### src/rtl/fetch_sequencer.sv
// Instruction fetch sequencer: steers the ProgramCounter, issues one-at-a-time imem requests,
// and buffers fetched words toward decode, flushing cleanly on trap/redirect.
module fetch_sequencer #(
  parameter logic [31:0] RESET_VECTOR = 32'h0100_0000,
  parameter logic [31:0] TRAP_VECTOR  = 32'h0100_0100
) (
  input  logic        clock,
  input  logic        rst,
  input  logic [31:0] pc_cur,
  output logic        pc_load,
  output logic [31:0] pc_in,
  output logic        imem_req_valid,
  input  logic        imem_req_ready,
  output logic [31:0] imem_addr,
  input  logic        imem_rsp_valid,
  input  logic [31:0] imem_rsp_data,
  output logic        if_valid,
  output logic [31:0] if_instr,
  output logic [31:0] if_pc,
  input  logic        id_ready,
  input  logic        redirect,
  input  logic [31:0] redirect_target,
  input  logic        trap
);

  typedef enum logic [2:0] {
    S_IDLE,
    S_REQ,
    S_WAIT,
    S_HOLD,
    S_DROP
  } state_t;

  state_t      state;
  state_t      state_nxt;

  logic [31:0] req_pc;
  logic [31:0] pend_instr;
  logic [31:0] pend_pc;
  logic        out_valid;
  logic [31:0] out_instr;
  logic [31:0] out_pc;

  logic        flush;
  logic        req_fire;
  logic        rsp_take;
  logic        drain;
  logic        out_fill_rsp;
  logic        out_fill_pend;
  logic        pend_fill;
  logic [31:0] redirect_pc;

  // Trap/redirect take effect in every state but IDLE, and never while reset is asserted.
  assign flush       = !rst && (state != S_IDLE) && (trap || redirect);
  assign redirect_pc = redirect_target & ~32'h3;
  assign req_fire    = (state == S_REQ) && imem_req_ready;
  assign rsp_take    = (state == S_WAIT) && imem_rsp_valid && !flush;
  assign drain       = out_valid && id_ready;

  assign out_fill_rsp  = rsp_take && (!out_valid || drain);
  assign pend_fill     = rsp_take && out_valid && !drain;
  assign out_fill_pend = (state == S_HOLD) && drain && !flush;

  // State register
  always_ff @(posedge clock) begin
    // NOTE: sequential state uses non-blocking assignments so every flop samples pre-edge values.
    if (rst) begin
      state <= S_IDLE;
    end else begin
      state <= state_nxt;
    end
  end

  // Next-state logic
  always_comb begin
    // NOTE: default assignment first keeps every path assigned, so no latch is inferred.
    state_nxt = state;
    case (state)
      S_IDLE: state_nxt = S_REQ;
      S_REQ: begin
        if (req_fire) begin
          state_nxt = flush ? S_DROP : S_WAIT;
        end
      end
      S_WAIT: begin
        if (flush) begin
          state_nxt = imem_rsp_valid ? S_REQ : S_DROP;
        end else if (imem_rsp_valid) begin
          state_nxt = (!out_valid || drain) ? S_REQ : S_HOLD;
        end
      end
      S_HOLD: begin
        if (flush || drain) begin
          state_nxt = S_REQ;
        end
      end
      // A redirect here only reloads the PC; DROP is left once the stale response retires,
      // including when it retires in the same cycle as the redirect.
      S_DROP: begin
        if (imem_rsp_valid) begin
          state_nxt = S_REQ;
        end
      end
      default: state_nxt = S_IDLE;
    endcase
  end

  // Output logic: trap beats redirect, and both beat the sequential advance.
  always_comb begin
    pc_load        = 1'b0;
    pc_in          = '0;
    imem_req_valid = 1'b0;
    imem_addr      = '0;
    if (!rst) begin
      if (state == S_REQ) begin
        imem_req_valid = 1'b1;
        imem_addr      = pc_cur;
      end
      if (flush) begin
        pc_load = 1'b1;
        pc_in   = trap ? TRAP_VECTOR : redirect_pc;
      end else if (rsp_take) begin
        pc_load = 1'b1;
        pc_in   = req_pc + 32'd4;
      end
    end
  end

  always_ff @(posedge clock) begin
    if (rst) begin
      req_pc <= RESET_VECTOR;
    end else if (req_fire) begin
      req_pc <= pc_cur;
    end
  end

  // Decode-facing register: refill and transfer in one cycle keeps if_valid high.
  always_ff @(posedge clock) begin
    if (rst) begin
      out_valid <= 1'b0;
      out_instr <= '0;
      out_pc    <= '0;
    end else if (flush) begin
      out_valid <= 1'b0;
    end else if (out_fill_rsp) begin
      out_valid <= 1'b1;
      out_instr <= imem_rsp_data;
      out_pc    <= req_pc;
    end else if (out_fill_pend) begin
      out_valid <= 1'b1;
      out_instr <= pend_instr;
      out_pc    <= pend_pc;
    end else if (drain) begin
      out_valid <= 1'b0;
    end
  end

  // NOTE: the pending payload has no reset; its validity is carried by being in HOLD.
  always_ff @(posedge clock) begin
    if (pend_fill) begin
      pend_instr <= imem_rsp_data;
      pend_pc    <= req_pc;
    end
  end

  assign if_valid = out_valid;
  assign if_instr = out_instr;
  assign if_pc    = out_pc;

endmodule
### config.mk
export PLATFORM = sky130hd
export DESIGN_NAME = fetch_sequencer
export DESIGN_NICKNAME = d
export VERILOG_FILES = /design/src/rtl/fetch_sequencer.sv
export SDC_FILE = /design/constraint.sdc
export NUM_CORES = 1
export LEC_CHECK = 0
export ABC_AREA = 1
export BUFFER_PORTS_ARGS = -buffer_cell sky130_fd_sc_hd__buf_4
export CELL_PAD_IN_SITES_DETAIL_PLACEMENT = 1
export CELL_PAD_IN_SITES_GLOBAL_PLACEMENT = 2
export CORE_MARGIN = 4
export CORE_UTILIZATION = 26
export DETAILED_ROUTE_END_ITERATION = 8
export PLACE_DENSITY_LB_ADDON = 0.1
export SYNTH_ARGS = -nofsm -noshare
export SYNTH_HDL_FRONTEND = slang
export SYNTH_SLANG_ARGS = --single-unit
### constraint.sdc
create_clock -name clock -period 3.8 [get_ports clock]
set_clock_uncertainty 0.1 [all_clocks]
set_input_delay 0.38 -clock clock [delete_from_list [all_inputs] [get_ports clock]]
set_output_delay 0.38 -clock clock [all_outputs]
set_load 0.05 [all_outputs]
==> flow_summary_export.csv, run 1 <==
group,metric,value,unit
status,outcome,"finished, final reports clean",
worst_hold_path,hold_start,"imem_rsp_data[16]",
worst_setup_path,crit_path_frequent_cell,"nand2_1",
sta,slew_headroom,0.406,
die,dieHeight,187,µm
yosys,synthFlopType,"dfxtp_1",
cells_and_area,fin_nets,1489,
sta,slew_viol_final,0,
drt,drt-initial-drc-count,331,
yosys,synth_edf_count,64,
drt,vias_per_cell,4.52,
die,io_pins,234,
die,die_width,187,µm
global_routing,grt_pass1_vias,8319,
pwr,power_density,607,mW/mm²
global_routing,track_usage,0.172,
clock_tree,clkLatencyLatePin,0.43,ns
worst_setup_path,start_kind,"flip-flop",
die,coreArea,0.0316,mm²
yosys,synth_top_area_frac,0.239,
cells_and_area,n_antenna_cell,0,
yosys,yosysWarnings,0,
sta,period_share,0.850,
clock_tree,cts.sinks,164,
worst_setup_path,critical_path_arrival,2.75,ns
global_routing,antenna_found_initial,0,
pwr,irDropWorstVdd,0.312,mV
yosys,syn_nets,1290,
yosys,avgSynthCellArea,7.05,µm²
global_routing,grt_max_degree,129,
worst_setup_path,cp_data_required_time,3.32,ns
flow_run,maxCapViolCount,0,
placed_design,dp_cells,1766,
pwr,internal_power,3.85,mW
yosys,yosysMostFrequentCell,"nand2_1",
clock_tree,clk_pin_slew,0.07,ns
sta,hold_viol,0,
worst_setup_path,crit_buf_inv,1,
worst_setup_path,crit_chain,"ha_1, nand2_1, nor2_1, nand2_1, nor2_1, nand2_1, nand2_1, nand3_1, a21oi_1, buf_4",
pwr,clkPwrFrac,0.264,
worst_setup_path,endpoint_kind,"output pin",
placed_design,dpl.hpwl,21100,µm
pwr,p_seq_frac,0.348,
sta,worstMarginPinSlew,0.891,ns
yosys,yosys-top-cells-area,"dfxtp_1 (24%), edfxtp_1 (23%), nand2_1 (20%), nor2_1 (11%), nand3b_1 (5.7%)",
yosys,yosysUniqueCellTypes,28,
sta,finalSetupViolCount,0,
drt,firstDrtPassIters,5,
sta,final.setup.tns,0,ns
clock_tree,htreeDepth,4,
worst_setup_path,rr_worst_depth,7,
drt,num_vias,8138,
drt,wire_per_inst,17.0,µm
placed_design,port_buffers,231,
die,start_util,0.264,
yosys,postSynth.asyncResetShare,0,
placed_design,gp_congestion,0.792,
pwr,switchingPower,2.83,mW
worst_setup_path,cp_slowest_cell,"dfxtp_1",
worst_hold_path,min_path_cells,1,
sta,holdWs,0.0294,ns
yosys,yosys.area_share.simple,0.399,
yosys,ys_ff_latch,164,
worst_setup_path,crit_cells,10,
cells_and_area,stdcell_count,1800,
yosys,synth_xor_area_frac,0.00105,
yosys,synth_common_cells,"nand2_1 (443), nor2_1 (246), dfxtp_1 (100), edfxtp_1 (64), nand3b_1 (64)",
cells_and_area,postLayoutCoreUtil,0.348,
yosys,synth.area.mux_share,0,
worst_setup_path,r2r_start,"state[2]",
yosys,synth_cells,1186,
yosys,yosys.area_share.adder,0.00150,
drt,routed_wl,30600,µm
worst_setup_path,slowest_delay,0.43,ns
sta,fin_crit,3.23,ns
clock_tree,clock_path_buffers,2,
global_routing,grt_pass1_wl,48000,µm
yosys,synth.largest_area_cell,"dfxtp_1",
yosys,ys_seq_area_frac,0.469,
worst_setup_path,criticalPathCategory,"reg -> out",
pwr,leakagePower,4.96,nW
clock_tree,cts_made_buffers,17,
clock_tree,cts_resized,0,
sta,fmax,310,MHz
worst_setup_path,startpoint,"req_pc[2]",
drt,antenna_left,0,
worst_hold_path,hold_path.class,"in -> reg",
yosys,synth_top_family_by_area,"simple AND/OR/NAND/NOR gates",
worst_setup_path,crit_family,"simple AND/OR/NAND/NOR gates",
cells_and_area,drive_above_1_share,0.211,
yosys,synth_area,0.00836,mm²
clock_tree,clockRootBuffer,"clkbuf_16",
cells_and_area,area_growth,31.7,%
yosys,synth_compound_area_frac,0.0636,
worst_setup_path,worstPathMaxFanout,6,
drt,drc_errors,0,
pwr,p_sw_frac,0.424,
die,fp.dieArea,0.0351,mm²
sta,rsz0062_at_grt,"false",
clock_tree,cts_tree,"done",
global_routing,grt_overflow_total,0,
pwr,p_comb_frac,0.388,
die,rows,65,
[cells in the final DEF (no fill, tap or decap), types with 2 or more instances in the layout]
| cell type | Yosys | routed |
|---|---|---|
| dlygate4sd3_1 | 0 | 2 |
| nor2_4 | 1 | 2 |
| buf_12 | 0 | 5 |
| nand3b_1 | 64 | 64 |
| clkinvlp_4 | 0 | 5 |
| nor2_1 | 246 | 245 |
| o21bai_1 | 2 | 2 |
| edfxtp_1 | 64 | 64 |
| dfxtp_1 | 100 | 100 |
| bufinv_16 | 0 | 2 |
| buf_4 | 1 | 241 |
| clkinv_2 | 0 | 2 |
| o21ai_0 | 41 | 41 |
| nand2_2 | 3 | 2 |
| nand3_1 | 35 | 35 |
| a21oi_1 | 54 | 54 |
| clkbuf_1 | 28 | 2 |
| inv_1 | 40 | 40 |
| inv_2 | 6 | 5 |
| o211ai_1 | 2 | 2 |
| nand2_1 | 443 | 443 |
| inv_6 | 0 | 4 |
| clkbuf_16 | 0 | 17 |
| or2_2 | 7 | 7 |
| o31ai_1 | 2 | 2 |
| and2_1 | 2 | 2 |
[cell type report]
class	instances	area, µm²
flip-flops and latches	164	3920
multi-input cells	908	3910
clock inverters	13	149
clock buffers	19	433
repair buffers	248	1930
fillers	3973	20600
inverters	46	174
well taps	402	503
[final timing paths]
path / end / slack [ns]
worst max-delay path: pc_in[22] / 0.57
worst min-delay path: pend_instr[16] / 0.03
worst max register to register: req_pc[24] / 1.24
worst min register to register: pend_pc[3] / 0.42
[sequential cells by signal, indices dropped and copies added (netlist names)]
register and cells:
if_instr 32, if_pc 32, pend_instr 32, pend_pc 32
req_pc 32, state 3, if_valid 1
[power by group through the flow]
stage,logic [mW],registers [mW],clock network (mW)
6_report,2.59,2.33,1.77
5_1_grt,2.85,2.37,1.89
4_1_cts,2.64,2.33,1.83
3_5_place_dp,2.63,2.37,0
3_3_place_gp,2.61,2.36,0
2_1_floorplan,1.45,2.70,0
[through the flow]
stage	area [µm²]	setup WS, ns	power [mW]
floorplan	8370	0.469	4.14
global placement	10400	1.00	4.97
detailed placement	10400	0.969	5.00
CTS	11000	0.525	6.80
global route	11000	0.280	7.11
finish	11000	0.570	6.68
[per-layer routing]
metal	global-route usage	vias to the layer above	share of wire
met3	0.0412	14	0.044
met4	0.0316	0	0.0072
met1	0.235	3800	0.50
li1	-	4156	-
met2	0.280	168	0.45
met5	0	-	0
[cells by family after synthesis]
kind of cell               count (synthesis)
and+or+nand+nor                          803
DFF                                      164
buffers and inverters                    114
AOI/OAI and AO/OA                        103
xor gates and xnor gates                   1
adders and majority gates                  1
[what timing repair did]
action	in CTS	in global routing
buffers inserted	0	0
endpoints found under the hold margin	0	2
hold buffers	0	2
Note: power is estimated with default switching activity, not from simulation.
==> inputs of run 2 (changes only) <==
==> constraint.sdc (replaced) <==
create_clock -name clock -period 3.8 [get_ports clock]
set_clock_uncertainty 0.1 [all_clocks]
set_input_delay 0.76 -clock clock [delete_from_list [all_inputs] [get_ports clock]]
set_output_delay 0.76 -clock clock [all_outputs]
set_load 0.05 [all_outputs]
==> run 2 against run 1 <==
  * Fmax decreased by 8.5%
  * Clock power grew 9.6%
  * Total power rose by 2.6%
  * Count of clock-buffer cells in the layout decreased by 1
  * Via count fell by 0.71%
  * Critical path depth rose by 1
  * First-iteration DRC count down 8.2%
  * Die area unchanged
  * Non-clock buffer count up 1
  * Sequential power about the same
  * Combinational power about the same
  * Largest cell class unchanged
  * Highest routed layer unchanged
==> flow_summary_export.csv, run 2 (synthesized netlist as in run 1, its figures left out) <==
group,metric,value,unit
pwr,leakagePower,5.01,nW
drt,route.met2.wl,13700,µm
drt,routed.top_layer,"met4",
cells_and_area,fin_nets,1490,
sta,slew_viol_final,0,
cells_and_area,final_common_cell,"nand2_1",
worst_setup_path,start_kind,"flip-flop",
clock_tree,clockRootBuffer,"clkbuf_16",
die,fp.dieArea,0.0351,mm²
sta,rsz0062_at_grt,"true",
cells_and_area,layout_common_cells,"nand2_1 (443), buf_4 (246), nor2_1 (245)",
worst_setup_path,endpoint_kind,"output pin",
clock_tree,clkLatencyLatePin,0.43,ns
drt,drt-initial-drc-count,304,
clock_tree,postCtsSetupBuffers,0,
sta,period_share,0.929,
worst_setup_path,criticalPathCategory,"reg -> out",
pwr,p_sw_frac,0.409,
die,start_util,0.264,
global_routing,grt_overflow_total,0,
global_routing,antenna_found_initial,0,
flow_run,maxCapViolCount,0,
drt,met3_length,1440,µm
drt,firstDrtPassIters,6,
drt,vias_per_cell,4.49,
sta,slew_headroom,0.422,
placed_design,gp_congestion,0.775,
sta,worstMarginPinSlew,0.867,ns
pwr,power_density,620,mW/mm²
pwr,irDropWorstVdd,0.322,mV
die,io_pins,234,
die,dieHeight,187,µm
sta,finalSetupViolCount,0,
sta,final.setup.tns,0,ns
pwr,p_comb_frac,0.378,
sta,fmax,283,MHz
cells_and_area,n_antenna_cell,0,
cells_and_area,area_growth,32.3,%
placed_design,dp_cells,1769,
drt,wire_per_inst,16.7,µm
drt,drc_errors,0,
clock_tree,clock_path_buffers,2,
sta,fin_crit,3.53,ns
drt,routed_wl,30100,µm
worst_setup_path,critical_path_arrival,2.67,ns
status,outcome,"finished, final reports clean",
drt,antenna_left,0,
worst_setup_path,rrSetupSlack,1.21,ns
pwr,p_seq_frac,0.339,
cells_and_area,drive_above_1_share,0.214,
clock_tree,htreeDepth,4,
drt,num_vias,8080,
pwr,switchingPower,2.81,mW
global_routing,grt_max_degree,129,
placed_design,port_buffers,231,
worst_setup_path,worstPathMaxFanout,6,
die,coreArea,0.0316,mm²
clock_tree,cts.sinks,164,
global_routing,track_usage,0.171,
pwr,internal_power,4.05,mW
clock_tree,cts_made_buffers,17,
placed_design,dpl.hpwl,21200,µm
worst_hold_path,hold_path.class,"reg -> reg",
global_routing,grt_pass1_vias,8408,
clock_tree,cts_tree,"done",
drt,met1Wirelength,14900,µm
cells_and_area,postLayoutCoreUtil,0.350,
global_routing,grt_pass1_wl,47900,µm
worst_setup_path,cp_data_required_time,2.94,ns
cells_and_area,stdcell_count,1801,
die,die_width,187,µm
sta,hold_viol,0,
pwr,clkPwrFrac,0.283,
clock_tree,clk_pin_slew,0.07,ns
die,rows,65,
## run 2: layout make-up
class | instances | area [µm²]
fillers | 3938 | 20600
flip-flops and latches | 164 | 3920
multi-input cells | 908 | 3910
repair buffers | 249 | 1910
well taps | 402 | 503
clock buffers | 18 | 429
clock inverters | 14 | 224
inverters | 46 | 174
## run 2: power groups by stage
stage	clock network (mW)	logic, mW	registers (mW)
after floorplan	0	1.45	2.70
after global placement	0	2.62	2.36
after detailed placement	0	2.63	2.36
after CTS	2.02	2.64	2.33
after global routing	2.08	2.85	2.37
final	1.94	2.59	2.32
## run 2: stage by stage
| stage | setup slack [ns] | cell area (µm²) | hold slack (ns) | total power [mW] |
|---|---|---|---|---|
| floorplan | 0.358 | 8370 | 0.353 | 4.14 |
| global placement | 0.657 | 10400 | 0.383 | 4.97 |
| finish | 0.271 | 11100 | 0.401 | 6.86 |
| global route | -0.0203 | 11100 | 0.388 | 7.30 |
| CTS | 0.221 | 11100 | 0.384 | 6.98 |
| detailed placement | 0.659 | 10400 | 0.385 | 4.99 |
## run 2: layer usage
metal,global-route usage,vias to the layer above
li1,-,4156
met5,0,-
met2,0.274,166
met1,0.232,3747
met4,0.0407,0
met3,0.0424,11
## run 2: critical path, cell delays in order, from the launching register on
cell and delay (ns):
dfxtp_1 0.44, ha_1 0.20, nand2_1 0.09, nor2_1 0.10, buf_4 0.13, nand2_1 0.14
nor2_1 0.41, nand2_1 0.09, nand2_1 0.07, nand3_1 0.15, a21oi_1 0.21, buf_4 0.22
## run 2: final timing paths
check        startpoint         end  depth (start not counted)
max           req_pc[2]   pc_in[22]                         11
min reg2reg   req_pc[0]  pend_pc[0]                          0
max reg2reg    state[2]  req_pc[24]                          9
min           req_pc[0]  pend_pc[0]                          0
## run 2: what timing repair did
item | in CTS | in global routing
resized for setup | 0 | 0
hold endpoints to repair | 0 | 0
endpoints found under the setup margin | 0 | 2
hold buffers | 0 | 0
==> inputs of run 3 (changes only) <==
--- a/config.mk
+++ b/config.mk
@@ -12,7 +12,8 @@
 export CORE_MARGIN = 4
 export CORE_UTILIZATION = 26
 export DETAILED_ROUTE_END_ITERATION = 8
-export PLACE_DENSITY_LB_ADDON = 0.1
+export PLACE_DENSITY = 0.82
+export SKIP_CTS_REPAIR_TIMING = 1
 export SYNTH_ARGS = -nofsm -noshare
 export SYNTH_HDL_FRONTEND = slang
 export SYNTH_SLANG_ARGS = --single-unit
==> run 3 against run 2 <==
  * Non-clock buffer count decreased by 3
  * First-iteration DRC count grew 26%
  * Clock power is 12% lower
  * Sequential power barely moved
  * Flip-flop and latch count unchanged
  * Final area decreased by 0.83%
  * Register-to-register slack worse by 0.02 ns
  * Via count down 0.51%
  * Cell count shrank 0.17%
  * Count of clock-buffer cells in the layout stayed put
  * Critical endpoint is now pc_in[18]
  * Highest routed layer unchanged
==> flow_summary_export.csv, run 3 (synthesized netlist as in run 1, its figures left out) <==
group,metric,value,unit
worst_setup_path,crit_chain,"ha_1, nand2_1, nor2_1, nand2_1, nor2_2, nor2_1, nor2_1, nand2_1, a21oi_1, buf_4",
clock_tree,clockRootBuffer,"clkbuf_16",
worst_setup_path,crit_family,"simple AND/OR/NAND/NOR gates",
worst_setup_path,worstPathMaxFanout,6,
worst_setup_path,startpoint,"req_pc[2]",
cells_and_area,drive_above_1_share,0.214,
worst_setup_path,rr_worst_depth,11,
worst_setup_path,crit_cells,10,
pwr,power_density,601,mW/mm²
drt,vias_per_cell,4.47,
cells_and_area,layout_common_cells,"nand2_1 (443), nor2_1 (243), buf_4 (242)",
clock_tree,htreeDepth,4,
cells_and_area,stdcell_count,1798,
pwr,p_comb_frac,0.389,
cells_and_area,postLayoutCoreUtil,0.347,
die,fp.dieArea,0.0351,mm²
worst_setup_path,rrSetupSlack,1.19,ns
drt,antenna_left,0,
die,die_width,187,µm
die,coreArea,0.0316,mm²
global_routing,grtUsageMet1,0.223,
global_routing,grt_max_degree,129,
worst_hold_path,hold_path.class,"reg -> reg",
die,start_util,0.264,
placed_design,port_buffers,231,
flow_run,maxCapViolCount,0,
die,dieHeight,187,µm
sta,hold_viol,0,
pwr,leakagePower,4.95,nW
clock_tree,clkLatencyLatePin,0.43,ns
drt,drc_errors,0,
global_routing,grt_overflow_total,0,
clock_tree,clock_path_buffers,2,
drt,routed_wl,28700,µm
sta,worstMarginPinSlew,0.834,ns
sta,rsz0062_at_grt,"true",
worst_hold_path,min_path_cells,2,
worst_setup_path,criticalPathCategory,"reg -> out",
worst_setup_path,slowest_delay,0.44,ns
cells_and_area,fin_nets,1487,
global_routing,grtUsageMet2,0.264,
sta,fin_crit,3.52,ns
die,io_pins,234,
worst_setup_path,rr_endpoint,"if_instr[21]",
worst_setup_path,endpoint_kind,"output pin",
placed_design,dpl.hpwl,20400,µm
worst_setup_path,r2r_start,"state[1]",
clock_tree,clk_pin_slew,0.07,ns
pwr,irDropWorstVdd,0.315,mV
global_routing,antenna_found_initial,0,
worst_setup_path,cp_data_required_time,2.94,ns
pwr,internal_power,3.80,mW
sta,fmax,284,MHz
clock_tree,cts_made_buffers,17,
worst_setup_path,cp_slowest_cell,"dfxtp_1",
pwr,p_seq_frac,0.353,
global_routing,grt_use_met3,0.0424,
die,rows,65,
sta,finalWorstSetupSlack,0.280,ns
sta,period_share,0.926,
global_routing,track_usage,0.164,
placed_design,dp_cells,1766,
worst_hold_path,hold_start,"req_pc[12]",
cells_and_area,n_antenna_cell,0,
drt,drt-initial-drc-count,384,
global_routing,grt_pass1_wl,46600,µm
pwr,clkPwrFrac,0.257,
drt,num_vias,8039,
status,outcome,"finished, final reports clean",
placed_design,post-place-ws,0.541,ns
sta,finalSetupViolCount,0,
worst_setup_path,critical_path_arrival,2.66,ns
pwr,p_sw_frac,0.425,
sta,slew_viol_final,0,
global_routing,grt_pass1_vias,8402,
sta,final.setup.tns,0,ns
worst_hold_path,min_to,"req_pc[12]",
global_routing,grt_busiest_layer,"met2",
clock_tree,cts.sinks,164,
cells_and_area,final_common_cell,"nand2_1",
drt,firstDrtPassIters,5,
clock_tree,cts_tree,"done",
pwr,switchingPower,2.80,mW
drt,wire_per_inst,16.0,µm
placed_design,gp_congestion,0.810,
cells_and_area,area_growth,31.2,%
worst_setup_path,crit_buf_inv,1,
sta,slew_headroom,0.443,
worst_setup_path,start_kind,"flip-flop",
sta,holdWs,0.417,ns
-- run 3: power groups by stage --
stage / clock network, mW / logic (mW) / registers (mW)
2_1_floorplan: 0 / 1.45 / 2.70
3_3_place_gp: 0 / 2.57 / 2.36
3_5_place_dp: 0 / 2.61 / 2.37
4_1_cts: 1.76 / 2.62 / 2.34
5_1_grt: 1.83 / 2.84 / 2.38
6_report: 1.70 / 2.57 / 2.33
-- run 3: through the flow --
stage	total power, mW	area, µm²
floorplan	4.14	8370
global placement	4.93	10400
detailed placement	4.98	10400
CTS	6.71	11000
global route	7.05	11000
finish	6.60	11000
-- run 3: worst max path at each step --
stage / slack (ns) / to
floorplan: 0.36 / pend_instr[0]
global placement: 0.56 / pc_in[18]
detailed placement: 0.54 / pc_in[18]
CTS: 0.11 / pc_in[18]
global route: -0.03 / pc_in[18]
finish: 0.28 / pc_in[18]
-- run 3: area by class of cell --
| type | count | area (µm²) |
|---|---|---|
| Clock inverter | 14 | 128 |
| Multi-Input combinational cell | 908 | 3910 |
| Fill cell | 3932 | 20700 |
| Clock buffer | 18 | 439 |
| Inverter | 46 | 174 |
| Sequential cell | 164 | 3920 |
| Tap cell | 402 | 503 |
| Timing Repair Buffer | 246 | 1900 |
-- run 3: layer usage --
metal	up-vias	share of wire
met5	-	0
met4	0	0.0089
met3	13	0.061
met2	198	0.45
met1	3683	0.48
li1	4145	-
-- run 3: worst min-delay path, delay by kind of cell, from the launching register on --
kind                   cells  cell delay [ns]
buffers and inverters      1             0.07
AOI/OAI and AO/OA          1             0.05
DFF                        1             0.35
